`src/rtl/uart_tx_sched.sv`:
```
// Two-requester round-robin UART transmitter, paced by an external one-cycle baud tick.
// Define UART_TX_PARITY_EN to insert an even-parity bit between the last data bit and STOP.
module uart_tx_sched #(
  parameter int DATA_BITS = 8,
  parameter int STOP_BITS = 1
) (
  input  logic                 clk,
  input  logic                 rst,
  input  logic                 tx_bd_en,
  input  logic                 req0_valid,
  input  logic [DATA_BITS-1:0] req0_data,
  output logic                 req0_ready,
  input  logic                 req1_valid,
  input  logic [DATA_BITS-1:0] req1_data,
  output logic                 req1_ready,
  output logic                 tx,
  output logic                 busy,
  output logic                 grant_id
);

  // state  | meaning
  // IDLE   | line high, arbitrating and accepting a byte
  // ALIGN  | byte latched, waiting for the first tick to open the start bit
  // START  | start bit (0) on the line
  // DATA   | data bits on the line, LSB first
  // PARITY | even parity bit on the line (parity builds only)
  // STOP   | stop bit(s) on the line
  typedef enum logic [2:0] {IDLE, ALIGN, START, DATA, PARITY, STOP} state_t;

  state_t               state;
  logic [DATA_BITS-1:0] shift_reg;
  logic [2:0]           bit_cnt;
  logic                 stop_cnt;
  logic                 last_grant;
  logic                 winner;
  logic [DATA_BITS-1:0] sel_data;
`ifdef UART_TX_PARITY_EN
  logic                 parity_bit;
`endif

  // On a tie, serve whichever requester was not granted last time
  assign winner     = req1_valid & (~req0_valid | ~last_grant);
  assign sel_data   = winner ? req1_data : req0_data;
  assign req0_ready = (state == IDLE) & req0_valid & ~winner;
  assign req1_ready = (state == IDLE) & winner;
  assign busy       = (state != IDLE);

  always_ff @(posedge clk) begin
    if (!rst) begin
      state      <= IDLE;
      tx         <= 1'b1;
      shift_reg  <= '0;
      bit_cnt    <= '0;
      stop_cnt   <= 1'b0;
      grant_id   <= 1'b0;
      last_grant <= 1'b1;
`ifdef UART_TX_PARITY_EN
      parity_bit <= 1'b0;
`endif
    end else begin
      case (state)
        IDLE: begin
          tx <= 1'b1;
          // A tick in the accept cycle is deliberately ignored; ALIGN waits for the next one
          if (req0_valid | req1_valid) begin
            shift_reg  <= sel_data;
            grant_id   <= winner;
            last_grant <= winner;
`ifdef UART_TX_PARITY_EN
            parity_bit <= ^sel_data;
`endif
            state      <= ALIGN;
          end
        end
        ALIGN: begin
          if (tx_bd_en) begin
            tx    <= 1'b0;
            state <= START;
          end
        end
        START: begin
          if (tx_bd_en) begin
            tx      <= shift_reg[0];
            bit_cnt <= '0;
            state   <= DATA;
          end
        end
        DATA: begin
          if (tx_bd_en) begin
            if (bit_cnt == 3'(DATA_BITS - 1)) begin
`ifdef UART_TX_PARITY_EN
              tx       <= parity_bit;
              state    <= PARITY;
`else
              tx       <= 1'b1;
              stop_cnt <= 1'b0;
              state    <= STOP;
`endif
            end else begin
              shift_reg <= shift_reg >> 1;
              tx        <= shift_reg[1];
              bit_cnt   <= bit_cnt + 3'd1;
            end
          end
        end
        PARITY: begin
          if (tx_bd_en) begin
            tx       <= 1'b1;
            stop_cnt <= 1'b0;
            state    <= STOP;
          end
        end
        STOP: begin
          tx <= 1'b1;
          if (tx_bd_en) begin
            if (stop_cnt == 1'(STOP_BITS - 1))
              state <= IDLE;
            else
              stop_cnt <= stop_cnt + 1'b1;
          end
        end
        default: begin
          tx    <= 1'b1;
          state <= IDLE;
        end
      endcase
    end
  end

endmodule

```
`config.mk`:
```
export PLATFORM = sky130hd
export DESIGN_NAME = uart_tx_sched
export DESIGN_NICKNAME = d
export VERILOG_FILES = /design/src/rtl/uart_tx_sched.sv
export SDC_FILE = /design/constraint.sdc
export NUM_CORES = 1
export LEC_CHECK = 0
export ABC_AREA = 1
export CORE_UTILIZATION = 50
export CTS_CLUSTER_SIZE = 12
export DETAILED_ROUTE_END_ITERATION = 16
export PLACE_DENSITY = 0.81
export SLEW_MARGIN = 20
export SYNTH_ARGS = -nofsm -noshare
export SYNTH_HDL_FRONTEND = slang
export SYNTH_SLANG_ARGS = --single-unit
```
`constraint.sdc`:
```
create_clock -name clk -period 4.6 [get_ports clk]
set_clock_uncertainty 0.1 [all_clocks]
set_input_delay 0.46 -clock clk [delete_from_list [all_inputs] [get_ports clk]]
set_output_delay 0.46 -clock clk [all_outputs]
set_load 0.005 [all_outputs]
```
; After elaboration in Yosys (flattened, before gate mapping)
; Cells that the tools add are included.
[op_classes]
bitwise = 9
reduce_logical = 11
n_addsub = 2
muxes = 29
n_eq_ne = 15
[op_table]
columns = op, n
row1 = $mux W3, 11
row2 = $mux W8, 4
row3 = $pmux W3 S6, 1
row4 = $ne A2 B2 Y1 const B, 8
row5 = $pmux W8 S2, 1
row6 = $reduce_and A4 Y1, 3
row7 = $eq A3 B3 Y1 const B, 3
row8 = $mux W1, 9
row9 = $reduce_and A8 Y1, 1
row10 = $eq A3 B2 Y1 const B, 2
row11 = $pmux W3 S2, 1
row12 = $reduce_bool A3 Y1, 2
row13 = $reduce_and A5 Y1, 1
row14 = $and A1 B1 Y1, 4
row15 = $pmux W1 S4, 1
row16 = $reduce_bool A2 Y1, 2
row17 = $add A3 B1 Y3 const B, 1
row18 = $eq A3 B1 Y1 const B, 1
row19 = $logic_not A3 Y1, 1
row20 = $not A1 Y1, 3
row21 = $pmux W1 S3, 1
row22 = $ne A2 B1 Y1 const B, 1
row23 = $or A1 B1 Y1, 2
row24 = $reduce_and A2 Y1, 1
row25 = $add A1 B1 Y1 const B, 1
[word_totals]
out_inout_bits = 5
inputBits = 21
elab_cells = 73
reg_bits = 18

; Logic depth before layout (Yosys ltp)
; Gate-level depths: netlist (run 1).
[depth]
word_depth = 6
mapped_depth = 9
ltp_nobuf = 9

; Worst setup path before layout (run 1)
; No wires, ideal clock.
[synth_path]
path_kind = input to output
startpoint = in req0_valid
endpoint = out req1_ready
arrival_time_ps = 1017
n_path_buf = 0
path_slack_ps = 3023
path_stages = 3
required_ps = 4040
path_cell_list = nand2_1 -> nand2_1 -> nor2_1
[synth_between]
elab_chain_cells = 4
[synth_lines]
columns = item, line
row1 = from (decl), 10  ; input logic req0_valid,
row2 = $not A1 Y1, 42  ; assign winner = req1_valid & (~req0_valid | ~last_grant);
row3 = $or A1 B1 Y1, 42
row4 = $and A1 B1 Y1, 42
row5 = $and A1 B1 Y1, 45  ; assign req1_ready = (state == IDLE) & winner;
row6 = to (decl), 15  ; output logic req1_ready,
; No other way between the ends.

; Final worst setup path (run 1)
[layout_path]
startpoint = in req0_valid
endpoint = out req0_ready
[layout_between]
elab_chain_cells = 5
word_cells_on_any_way = 6
cone_classes = 6 x bitwise
[layout_lines]
columns = item, line
row1 = $not A1 Y1, 42
row2 = $or A1 B1 Y1, 42
row3 = $and A1 B1 Y1, 42
row4 = $not A1 Y1, 44  ; assign req0_ready = (state == IDLE) & req0_valid & ~winner;
row5 = $and A1 B1 Y1 (*), 44
row6 = to (decl), 12  ; output logic req0_ready,
; Every way passes the cells marked *; elsewhere a longest branch is shown, timed or not.

==> results.sh, run 1 <==
export IMPL_status="completed"
export IMPL_post_cts_setup_buffer_count=0
export IMPL_placed_cell_area_um2=1270
export IMPL_min_period_ps=2710
export IMPL_initial_core_util=0.559
export IMPL_setup_violations=0
export IMPL_leakage_uw=0.000609
export IMPL_setup_tns_ps=0
export IMPL_synth_ff_type="dfxtp_1"
export IMPL_grt_use_total=0.237
export IMPL_yosysUniqueCellTypes=19
export IMPL_ctsResizeCount=0
export IMPL_wl_met2_um=1050
export IMPL_die_h_um=47.1
export IMPL_antenna_found_initial=0
export IMPL_routed_top_layer="met4"
export IMPL_syn_area_um2=1020
export IMPL_first_global_vias=886
export IMPL_end_kind="output pin"
export IMPL_port_buffers=25
export IMPL_clock_latency_ps=290
export IMPL_syn_nets=184
export IMPL_clock_path_buffers=2
export IMPL_cp_max_fo=10
export IMPL_slew_headroom=0.660
export IMPL_wl_per_cell_um=11.2
export IMPL_place_hpwl_um=1820
export IMPL_clk_pin_slew_worst_paths_ps=100
export IMPL_rsz0062_at_grt="no"
export IMPL_synth_top_area_share=0.334
export IMPL_fin_cells=211
export IMPL_drive_gt1_frac=0.0806
export IMPL_ioPinCount=26
export IMPL_hold_viol_final=0
export IMPL_timing_final_ws_setup_ps=1890
export IMPL_syn_to_final_growth_pct=27.0
export IMPL_hold_depth=2
export IMPL_slew_viol_final=0
export IMPL_power_density_nw_per_um2=500
export IMPL_ant_nets=0
export IMPL_grt_overflow_total=0
export IMPL_drtIter0Drc=33
export IMPL_synth_warnings=0
export IMPL_rows=15
export IMPL_antennaDiodeCount=0
export IMPL_yosysMostFrequentCell="nand2_1"
export IMPL_start_kind="input port"
export IMPL_r2r_end="state[0]$_SDFFE_PN0P_"
export IMPL_cp_arrival_ps=2150
export IMPL_tightestPinTransition_ps=508
export IMPL_cts_root_buf="clkbuf_4"
export IMPL_netlist_top_cell_by_area="dfxtp_1"
export IMPL_dp_cells=207
export IMPL_gp_congestion=0.891
export IMPL_r2r_slack_ps=2950
export IMPL_viasPerCell=5.17
export IMPL_crit_type="in -> out"
export IMPL_wl_met3_um=165
export IMPL_synth_common_cells="nand2_1, nor2_1, nand3_1, dfxtp_1"
export IMPL_required_ps=4040
export IMPL_reg2reg_from="state[1]$_SDFFE_PN0P_"
export IMPL_largest_reg_flops=8
export IMPL_die_w_um=47.1
export IMPL_cts_buffers=3
export IMPL_final_nets=210
export IMPL_syn_area_per_cell_um2=6.33
export IMPL_wl_um=2370
export IMPL_timing_fmax_mhz=369
export IMPL_post_route_drc_count=0
export IMPL_worstRegToRegCells=9
export IMPL_syn_inst=161
export IMPL_cts_htree_levels=1
export IMPL_hp_start="grant_id$_SDFFE_PN0P_"
export IMPL_cts_hold_buf=0
export IMPL_final_area_um2=1290
export IMPL_firstDrtPassIters=4
export IMPL_yosysSeqAreaShare=0.334
export IMPL_synthTopCellsByArea="dfxtp_1, nand2_1, nand3_1"
export IMPL_postSynth_asyncResetShare=0
export IMPL_numClockSinks=17
export IMPL_finalCritPeriodShare=0.589
export IMPL_core_um2=1820
export IMPL_synth_edf_count=0
export IMPL_grt_pass1_wl_um=3580
export IMPL_hp_class="reg -> reg"
export IMPL_hold_end="grant_id$_SDFFE_PN0P_"
export IMPL_die_area_um2=2220
export IMPL_cts_tree="done"
export IMPL_ir_drop_mv=0.336
export IMPL_m1WireLength_um=1110
export IMPL_grt_max_degree=18
export IMPL_max_cap_violations=0
export IMPL_num_vias=1090
export IMPL_synth_seq_cells=17
export IMPL_place_ws_ps=1910
[placed cells by master, fill, tap and decap left out, types with 3 or more instances in the layout]
master and instances:
nor2_2 3, o21ai_0 9, clkdlybuf4s50_1 25, nand2_1 49, inv_1 9, nor2_1 27, clkbuf_4 3, nand3_1 23
nand2_2 4, a21oi_1 6, dfxtp_1 17
[how the worst max path moves through the flow]
stage | startpoint | endpoint | slack [ps] | cells past startpoint
2_1_floorplan | req0_valid | req1_ready | 3020 | 3
3_3_place_gp | req0_valid | req0_ready | 1950 | 6
3_5_place_dp | req0_valid | req0_ready | 1910 | 6
4_1_cts | req0_valid | req0_ready | 1900 | 6
5_1_grt | req0_valid | req0_ready | 1780 | 6
6_report | req0_valid | req0_ready | 1890 | 6
[through the flow]
stage                     utilization  total power (µW)  hold slack (ps)
after floorplan                     -               482              336
after global placement          0.696               555              350
final                           0.711               647              375
after detailed placement        0.696               568              359
after global routing            0.711               705              401
after CTS                       0.711               648              376
[kinds of logic (layout without fill, tap and decap cells)]
group / after synthesis / after routing / synth area share
compound gates: 18 / 18 / 0.104
flops: 17 / 17 / 0.334
buf+inv: 15 / 40 / 0.0725
simple gates: 109 / 109 / 0.464
fa+ha+maj: 2 / 2 / 0.0246
[layout make-up]
cell class / instances / area [µm²]
multi-input cells: 129 / 604
fillers: 160 / 527
flip-flops and latches: 17 / 340
repair buffers: 25 / 250
inverters: 11 / 41.3
well taps: 25 / 31.3
clock buffers: 4 / 26.3
[power by group]
part           total, µW  internal (µW)  switching, µW  leakage (µW)
clock network       79.7           33.8           46.0     0.0000150
registers            241            202           39.6      0.000140
logic                326            134            192      0.000453
[critical path: stages]
cell             delay, ps
clkdlybuf4s50_1        500
nand2_1                190
nand2_1                310
nand2_1                 80
nor2_1                 110
clkdlybuf4s50_1        500
[per-layer routing]
metal / vias to the layer above / GRT usage
met5: - / 0
met2: 51 / 0.375
met4: 0 / 0.103
met1: 460 / 0.311
met3: 6 / 0.0500
li1: 573 / -
Power figures use the tool's default switching activity.
==> run 2: changes to the inputs <==
- CORE_UTILIZATION: 50 -> 43
- PLACE_DENSITY: 0.81 -> 0.74
- clock period: 4.6 -> 2.2 ns (I/O delays scaled with it)
==> run 2 against run 1 <==
Wire length rose by 2.4%. Final cell count rose by 3.3%. Critical path depth did not move. Non-clock buffer count rose by 4. Global-route usage fell by 2.4 points. Worst setup slack got worse by 1700 ps. Clock power rose by 100%. Combinational power rose by 120%. Register-to-register slack got worse by 2400 ps. Via count rose by 1.0%. Cell area rose by 3.2%. Critical path type is now reg -> out. Largest cell class unchanged.
==> results.sh, run 2 (synthesis results as in run 1) <==
export IMPL_place_hpwl_um=1950
export IMPL_cts_tree="done"
export IMPL_hp_start="shift_reg[7]$_SDFFE_PN0P_"
export IMPL_die_w_um=50.7
export IMPL_cts_buffers=3
export IMPL_ir_drop_mv=0.580
export IMPL_first_global_vias=991
export IMPL_cts_htree_levels=1
export IMPL_min_period_ps=2030
export IMPL_die_h_um=50.7
export IMPL_hold_viol_final=0
export IMPL_rsz0062_at_grt="no"
export IMPL_leakage_uw=0.000632
export IMPL_hold_end="shift_reg[7]$_SDFFE_PN0P_"
export IMPL_final_cell_mix="nand2_1, nor2_1, clkdlybuf4s50_1"
export IMPL_crit_type="reg -> out"
export IMPL_tightestPinTransition_ps=331
export IMPL_post_route_drc_count=0
export IMPL_num_vias=1101
export IMPL_core_um2=2210
export IMPL_hold_depth=2
export IMPL_r2r_end="state[1]$_SDFFE_PN0P_"
export IMPL_grt_use_total=0.213
export IMPL_worstRegToRegCells=9
export IMPL_antenna_found_initial=0
export IMPL_rows=17
export IMPL_numClockSinks=17
export IMPL_timing_fmax_mhz=493
export IMPL_final_nets=214
export IMPL_port_buffers=25
export IMPL_grt_pass1_wl_um=4170
export IMPL_required_ps=1880
export IMPL_finalCritPeriodShare=0.923
export IMPL_drive_gt1_frac=0.111
export IMPL_firstDrtPassIters=4
export IMPL_antennaDiodeCount=0
export IMPL_die_area_um2=2570
export IMPL_grt_max_degree=18
export IMPL_power_density_nw_per_um2=1030
export IMPL_cp_arrival_ps=1710
export IMPL_placed_cell_area_um2=1300
export IMPL_post_route_util=0.604
export IMPL_viasPerCell=5.05
export IMPL_whs_ps=378
export IMPL_crit_path_start="state[1]$_SDFFE_PN0P_"
export IMPL_setup_violations=0
export IMPL_start_kind="register"
export IMPL_syn_to_final_growth_pct=31.1
export IMPL_ioPinCount=26
export IMPL_wl_um=2430
export IMPL_largest_reg_flops=8
export IMPL_clk_pin_slew_worst_paths_ps=100
export IMPL_end_kind="output pin"
export IMPL_grt_overflow_total=0
export IMPL_clock_latency_ps=280
export IMPL_final_area_um2=1340
export IMPL_initial_core_util=0.460
export IMPL_hp_class="reg -> reg"
export IMPL_ant_nets=0
export IMPL_mostFrequentLayoutCell="nand2_1"
export IMPL_status="completed"
export IMPL_cts_hold_buf=0
export IMPL_drtIter0Drc=21
export IMPL_max_cap_violations=0
export IMPL_timing_final_ws_setup_ps=170
export IMPL_r2r_slack_ps=530
export IMPL_slew_viol_final=0
export IMPL_cts_root_buf="clkbuf_4"
export IMPL_post_cts_setup_buffer_count=0
export IMPL_reg2reg_from="state[1]$_SDFFE_PN0P_"
export IMPL_cp_max_fo=5
export IMPL_slew_headroom=0.779
export IMPL_clock_path_buffers=2
export IMPL_setup_tns_ps=0
export IMPL_wl_per_cell_um=11.1
export IMPL_place_ws_ps=344
export IMPL_gp_congestion=0.858
## run 2: changes by cell type in the layout (fill, tap and decap cells not counted)
cell,delta
nor2_4,+1
clkinv_2,+1
dfxtp_2,+1
buf_4,+4
nor2_2,-1
dfxtp_1,-1
clkbuf_1,-1
## run 2: stage by stage
| step | instances | total power [µW] |
|---|---|---|
| floorplan | 161 | 1010 |
| global placement | 214 | 1170 |
| detailed placement | 214 | 1210 |
| CTS | 218 | 1370 |
| global route | 218 | 1520 |
| finish | 218 | 1380 |
## run 2: power by group
part / switching (µW) / leakage [µW] / internal, µW / total, µW
clock network: 95.9 / 0.0000177 / 67.4 / 163
logic: 406 / 0.000474 / 297 / 703
registers: 85.6 / 0.000140 / 424 / 510
## run 2: final cells by class
type                       instances  area (µm²)
fill                             217         877
multi-input combinational        129         609
sequential                        17         342
timing repair buffer              29         280
inverter                          11        41.3
tap                               28        35.0
clock buffer                       3        22.5
clock inverter                     1        5.00
## run 2: what timing repair did
item	CTS	global route
endpoints found under the hold margin	0	0
setup endpoints to repair	0	2
gates resized for setup	0	2
## run 2: routing by layer
metal	vias to the layer above	track usage	part of all wire
met5	-	0	0
met1	486	0.271	0.47
met2	32	0.358	0.47
met4	0	0.0556	0.0070
met3	2	0.0485	0.054
li1	581	-	-
## run 2: critical path, stage by stage (launching register included)
cell	delay, ps
dfxtp_1	380
nor2_4	130
inv_2	60
nor2_2	130
inv_1	90
nor2_1	120
clkdlybuf4s50_1	510
## run 2: how the worst max path moves through the flow
stage / to / slack, ps
floorplan: shift_reg[5]$_SDFFE_PN0P_ / 720
detailed placement: req0_ready / 340
CTS: req1_ready / 90
global route: req1_ready / 10
global placement: req0_ready / 370
finish: req1_ready / 170
